===== src/rtl/cache_control_nway.sv =====
// N-way set-associative write-back cache controller.
// Owns the per-set replacement state and drives the way-indexed tag, valid, dirty and data
// array write enables of the cache datapath. On a miss, invalid ways are used before the
// replacement policy is consulted.
// Optional feature macro CACHE_CTRL_PLRU_EN: when defined, tree pseudo-LRU replacement is
// used; otherwise a per-set round-robin counter that advances on every fill.
module cache_control_nway #(
  parameter int unsigned WAYS     = 4,
  parameter int unsigned SET_BITS = 3,
  parameter int unsigned WAY_BITS = $clog2(WAYS)
) (
  input  logic                i_clk,
  input  logic                i_rst,
  input  logic                i_mem_read,
  input  logic                i_mem_write,
  input  logic [SET_BITS-1:0] i_set_idx,
  input  logic [WAYS-1:0]     i_hit,
  input  logic [WAYS-1:0]     i_valid,
  input  logic [WAYS-1:0]     i_dirty,
  input  logic                i_pmem_resp,
  output logic                o_mem_resp,
  output logic                o_pmem_read,
  output logic                o_pmem_write,
  output logic [WAYS-1:0]     o_data_write,
  output logic [WAYS-1:0]     o_tag_write,
  output logic [WAYS-1:0]     o_valid_write,
  output logic [WAYS-1:0]     o_dirty_write,
  output logic                o_dirty_in,
  output logic                o_datainmux_sel,
  output logic                o_addrmux_sel,
  output logic [WAY_BITS-1:0] o_victim_way
);

  localparam int unsigned NUM_SETS = 2 ** SET_BITS;

  typedef enum logic [1:0] {S_IDLE, S_EVICT, S_FILL} state_t;

  state_t              r_state, w_state_next;
  logic [WAY_BITS-1:0] r_victim_way, w_victim_next;
  logic [SET_BITS-1:0] r_miss_set;
  logic                w_latch_set;
  logic                w_fill_done;
  logic                w_req, w_is_hit;
  logic                w_any_invalid;
  logic [WAY_BITS-1:0] w_first_invalid, w_policy_pick, w_victim;
  logic                w_victim_dirty;
  logic [WAYS-1:0]     w_victim_oh;

  assign w_req          = i_mem_read | i_mem_write;
  assign w_is_hit       = |i_hit;
  assign w_victim       = w_any_invalid ? w_first_invalid : w_policy_pick;
  assign w_victim_dirty = i_valid[w_victim] & i_dirty[w_victim];
  assign w_victim_oh    = {{(WAYS-1){1'b0}}, 1'b1} << r_victim_way;
  assign o_victim_way   = r_victim_way;

  // Lowest-index invalid way of the indexed set.
  always_comb begin
    w_any_invalid   = 1'b0;
    w_first_invalid = '0;
    for (int i = int'(WAYS) - 1; i >= 0; i--) begin
      if (!i_valid[i]) begin
        w_any_invalid   = 1'b1;
        w_first_invalid = WAY_BITS'(i);
      end
    end
  end

`ifdef CACHE_CTRL_PLRU_EN
  logic [WAYS-2:0]     r_plru [NUM_SETS];
  logic [WAYS-2:0]     w_plru_upd;
  logic [WAY_BITS-1:0] w_hit_way, w_touch_way, w_plru_pick;
  logic [SET_BITS-1:0] w_touch_set;
  logic                w_touch_en;

  // Encode the one-hot hit vector into a way index.
  always_comb begin
    w_hit_way = '0;
    for (int i = 0; i < int'(WAYS); i++) begin
      if (i_hit[i]) w_hit_way = WAY_BITS'(i);
    end
  end

  // Walk the heap-ordered tree from the root; a 0 node bit steps to the lower half.
  always_comb begin
    int unsigned node;
    node = 1;
    for (int l = 0; l < int'(WAY_BITS); l++) begin
      node = 2 * node + 32'(r_plru[i_set_idx][node-1]);
    end
    w_plru_pick = WAY_BITS'(node - WAYS);
  end

  assign w_touch_en  = w_fill_done | ((r_state == S_IDLE) & w_req & w_is_hit);
  assign w_touch_way = w_fill_done ? r_victim_way : w_hit_way;
  assign w_touch_set = w_fill_done ? r_miss_set : i_set_idx;

  // Every node on the accessed way's path is set to point away from it.
  always_comb begin
    int unsigned node;
    logic        dir;
    node       = 1;
    w_plru_upd = r_plru[w_touch_set];
    for (int l = 0; l < int'(WAY_BITS); l++) begin
      dir                = w_touch_way[int'(WAY_BITS) - 1 - l];
      w_plru_upd[node-1] = ~dir;
      node               = 2 * node + 32'(dir);
    end
  end

  // Per-set tree state, cleared on reset.
  always_ff @(posedge i_clk) begin
    if (i_rst) begin
      for (int s = 0; s < int'(NUM_SETS); s++) r_plru[s] <= '0;
    end else if (w_touch_en) begin
      r_plru[w_touch_set] <= w_plru_upd;
    end
  end

  assign w_policy_pick = w_plru_pick;
`else
  logic [WAY_BITS-1:0] r_rr [NUM_SETS];

  // Per-set round-robin counter; wraps naturally since WAYS is a power of two.
  always_ff @(posedge i_clk) begin
    if (i_rst) begin
      for (int s = 0; s < int'(NUM_SETS); s++) r_rr[s] <= '0;
    end else if (w_fill_done) begin
      r_rr[r_miss_set] <= r_rr[r_miss_set] + WAY_BITS'(1);
    end
  end

  assign w_policy_pick = r_rr[i_set_idx];
`endif

  // State, latched victim and the set being refilled.
  always_ff @(posedge i_clk) begin
    if (i_rst) begin
      r_state      <= S_IDLE;
      r_victim_way <= '0;
      r_miss_set   <= '0;
    end else begin
      r_state      <= w_state_next;
      r_victim_way <= w_victim_next;
      if (w_latch_set) r_miss_set <= i_set_idx;
    end
  end

  // Next-state and outputs; hit-path and fill-completion writes are combinational.
  always_comb begin
    w_state_next    = r_state;
    w_victim_next   = r_victim_way;
    w_latch_set     = 1'b0;
    w_fill_done     = 1'b0;
    o_mem_resp      = 1'b0;
    o_pmem_read     = 1'b0;
    o_pmem_write    = 1'b0;
    o_data_write    = '0;
    o_tag_write     = '0;
    o_valid_write   = '0;
    o_dirty_write   = '0;
    o_dirty_in      = 1'b0;
    o_datainmux_sel = 1'b0;
    o_addrmux_sel   = 1'b0;
    unique case (r_state)
      S_IDLE: begin
        if (w_req) begin
          if (w_is_hit) begin
            o_mem_resp = 1'b1;
            // A simultaneous read and write is handled as a write.
            if (i_mem_write) begin
              o_datainmux_sel = 1'b1;
              o_data_write    = i_hit;
              o_dirty_write   = i_hit;
              o_dirty_in      = 1'b1;
            end
          end else begin
            w_victim_next = w_victim;
            w_latch_set   = 1'b1;
            w_state_next  = w_victim_dirty ? S_EVICT : S_FILL;
          end
        end
      end
      S_EVICT: begin
        o_pmem_write  = 1'b1;
        o_addrmux_sel = 1'b1;
        if (i_pmem_resp) w_state_next = S_FILL;
      end
      S_FILL: begin
        o_pmem_read = 1'b1;
        if (i_pmem_resp) begin
          o_data_write  = w_victim_oh;
          o_tag_write   = w_victim_oh;
          o_valid_write = w_victim_oh;
          o_dirty_write = w_victim_oh;
          w_fill_done   = 1'b1;
          w_state_next  = S_IDLE;
        end
      end
      default: w_state_next = S_IDLE;
    endcase
  end

endmodule


===== config.mk =====
export PLATFORM = sky130hd
export DESIGN_NAME = cache_control_nway
export DESIGN_NICKNAME = d
export VERILOG_FILES = /design/src/rtl/cache_control_nway.sv
export SDC_FILE = /design/constraint.sdc
export NUM_CORES = 1
export LEC_CHECK = 0
export CAP_MARGIN = 30
export CORE_AREA = 2 2 59 61
export DETAILED_ROUTE_END_ITERATION = 8
export DIE_AREA = 0 0 61 63
export GPL_TIMING_DRIVEN = 0
export HOLD_SLACK_MARGIN = 0.15
export PLACE_DENSITY = 0.9
export SLEW_MARGIN = 10
export SYNTH_ARGS = -nofsm -noshare
export SYNTH_HDL_FRONTEND = slang
export SYNTH_SLANG_ARGS = --single-unit
export TNS_END_PERCENT = 1

===== constraint.sdc =====
create_clock -name i_clk -period 5.4 [get_ports i_clk]
set_input_delay 0.54 -clock i_clk [delete_from_list [all_inputs] [get_ports i_clk]]
set_output_delay 0.54 -clock i_clk [all_outputs]
set_load 0.01 [all_outputs]

==> flow_summary.ini <==
[min_path]
min_path_type = reg -> reg

[critical_path]
worstPathRequired_ps = 4860
reg2reg_slack_ps = 3330
crit_path_max_fanout = 4
crit_type = in -> out
startpoint_type = primary input
arrival_ps = 2330
cp-end-kind = output pin

[detailed_routing]
dr.pass1.iters = 4
ant_nets = 0
drc = 0
dr_total_vias = 1241
wl_per_cell_um = 14.9
routed_wl_um = 3470
via_per_inst = 5.33
first_iter_violations = 88

[global_routing]
grt_pass1_vias = 1256
grt_pass1_wl_um = 5680
gr-total-overflow = 0
antenna_found_initial = 0
grt_start_max_net_pins = 15
grt_use_total_pct = 19.8

[synthesis]
syn-instance-count = 142
ys_seq_elements = 26
yosys_warnings = 0
syn-num-nets = 162
ys_seq_area_share_pct = 43.7
postSynthAreaPerCell_um2 = 11.0
synth_cell_types = 30
syn-cell-area_mm2 = 0.00156

[placed_design]
place_congestion = 0.834
dp_hpwl_um = 2880
portBuffers = 41

[timing]
slew_violations = 0
fmax_ghz = 0.348
rsz0062_at_grt = false
clock-skew-final_ps = 12.7
period_minus_slack_ps = 2870
finalSetupTns_ps = 0
maxSlewHeadroom_pct = 50.6
hold_viol_final = 0
finalSetupViolCount = 0
tightestPinTransition_ps = 738
timing.final.crit_share_pct = 53.2

[layout]
nNetsFinal = 208
layout_commonest_cell = clkdlybuf4s50_1
multi_input_area_um2 = 781
layout_common_cells = clkdlybuf4s50_1, nor2_1, edfxtp_1, mux2i_1, nand2_1
diodes = 0
areaGrowthSynthToFinish_pct = 31.7
fillerInstances = 272
ff_latch_area_um2 = 681
drive_gt1_share_pct = 11.8

[clock_network]
clock-sinks = 26
postCtsHoldBufs = 0
clockBufferDepth = 2
worstSkewPairLatency_ps = 320
cts_setup_buffers = 0
clk_pin_slew_ps = 150
cts_buffers = 3
post_cts_resize_count = 0
cts_root_buffer = clkbuf_4
htreeDepth = 1
cts_tree = yes

[power_and_ir_drop]
leakagePower_nw = 0.843
total_power_w = 0.000374
powerDensity_mw_per_mm2 = 182
ir_worst_vdd_uv = 120

[die]
core_mm2 = 0.00323
start_util_pct = 48.2
rows = 21
die_x_um = 61
io_pins = 44
fp.dieH_um = 63
dieArea_mm2 = 0.00384

[run]
cap_viol_max_count = 0

[status]
outcome = completed
==> cells by family after synthesis <==
family	synth area share, %
and+or+nand+nor	21.8
xor gates and xnor gates	1.77
buffers and inverters	6.26
DFF	43.7
muxes	21.8
AOI/OAI and AO/OA	4.65
==> critical path: stages <==
cell and delay [ps]:
clkdlybuf4s50_1 530, nand2_1 130, nor3_1 340, a21o_1 160, buf_4 100, clkdlybuf4s50_1 530
==> metrics by stage <==
step	worst slack [ps]	instance area, um2	cells	util, %	hold WS, ps
2_1_floorplan	3380	1560	142	-	507
3_3_place_gp	2590	2030	229	62.7	508
3_5_place_dp	2520	2030	229	62.7	518
4_1_cts	2510	2050	233	63.5	536
5_1_grt	2400	2050	233	63.5	573
6_report	2530	2050	233	63.5	543
==> cell type report <==
type | instances | share of cell area [%]
Multi-Input combinational cell | 102 | 38.0
Timing Repair Buffer | 41 | 20.0
Buffer | 13 | 4.57
Clock buffer | 3 | 1.10
Clock inverter | 1 | 0.183
Sequential cell | 26 | 33.2
Tap cell | 46 | 2.80
Inverter | 1 | 0.183
==> where the power goes <==
part	internal (W)	switching, W	total [W]
Sequential	0.000215	0.00000412	0.000219
Clock	0.0000270	0.0000572	0.0000842
Combinational	0.0000407	0.0000295	0.0000702
Total	0.000283	0.0000908	0.000374
==> routing by layer <==
| metal | track usage [%] | vias up | part of all wire (%) |
|---|---|---|---|
| met4 | 6.25 | 0 | 0.61 |
| li1 | - | 590 | - |
| met2 | 34.5 | 60 | 52 |
| met3 | 3.52 | 4 | 7.7 |
| met5 | 0 | - | 0 |
| met1 | 24.2 | 587 | 40 |
==> path summary, 6_finish.rpt <==
check / startpoint / to / depth (start not counted)
max: i_pmem_resp / o_dirty_write[0] / 6
max reg2reg: flip-flop / r_rr[6][1] / 4
min reg2reg: o_victim_way[1] / o_victim_way[1] / 2
min: o_victim_way[1] / o_victim_way[1] / 2
==> cells in the mapped netlist <==
cell type | count | area [um2]
nand2b_1 | 8 | 50.1
buf_4 | 10 | 75.1
nor3b_1 | 1 | 7.51
dfxtp_1 | 10 | 200
xor2_4 | 1 | 27.5
o211ai_1 | 2 | 15.0
edfxtp_1 | 16 | 480
inv_1 | 1 | 3.75
nand3_1 | 4 | 20.0
o21ai_1 | 1 | 5.00
nor2_1 | 26 | 97.6
nand3b_1 | 2 | 15.0
nand2_1 | 11 | 41.3
clkbuf_1 | 2 | 7.51
nor2b_1 | 5 | 31.3
mux2_4 | 1 | 15.0
o21ai_0 | 2 | 10.0
nand2b_2 | 1 | 8.76
and2_1 | 3 | 18.8
nor4_2 | 1 | 12.5
buf_6 | 1 | 11.3
and3_1 | 3 | 18.8
mux4_2 | 3 | 67.6
mux2i_1 | 13 | 130
mux2i_4 | 1 | 22.5
mux4_1 | 4 | 105
nor3_1 | 2 | 10.0
a21oi_1 | 1 | 5.00
a21o_1 | 5 | 37.5
nor4b_1 | 1 | 8.76
No activity file was read; power rests on OpenSTA's default activity.
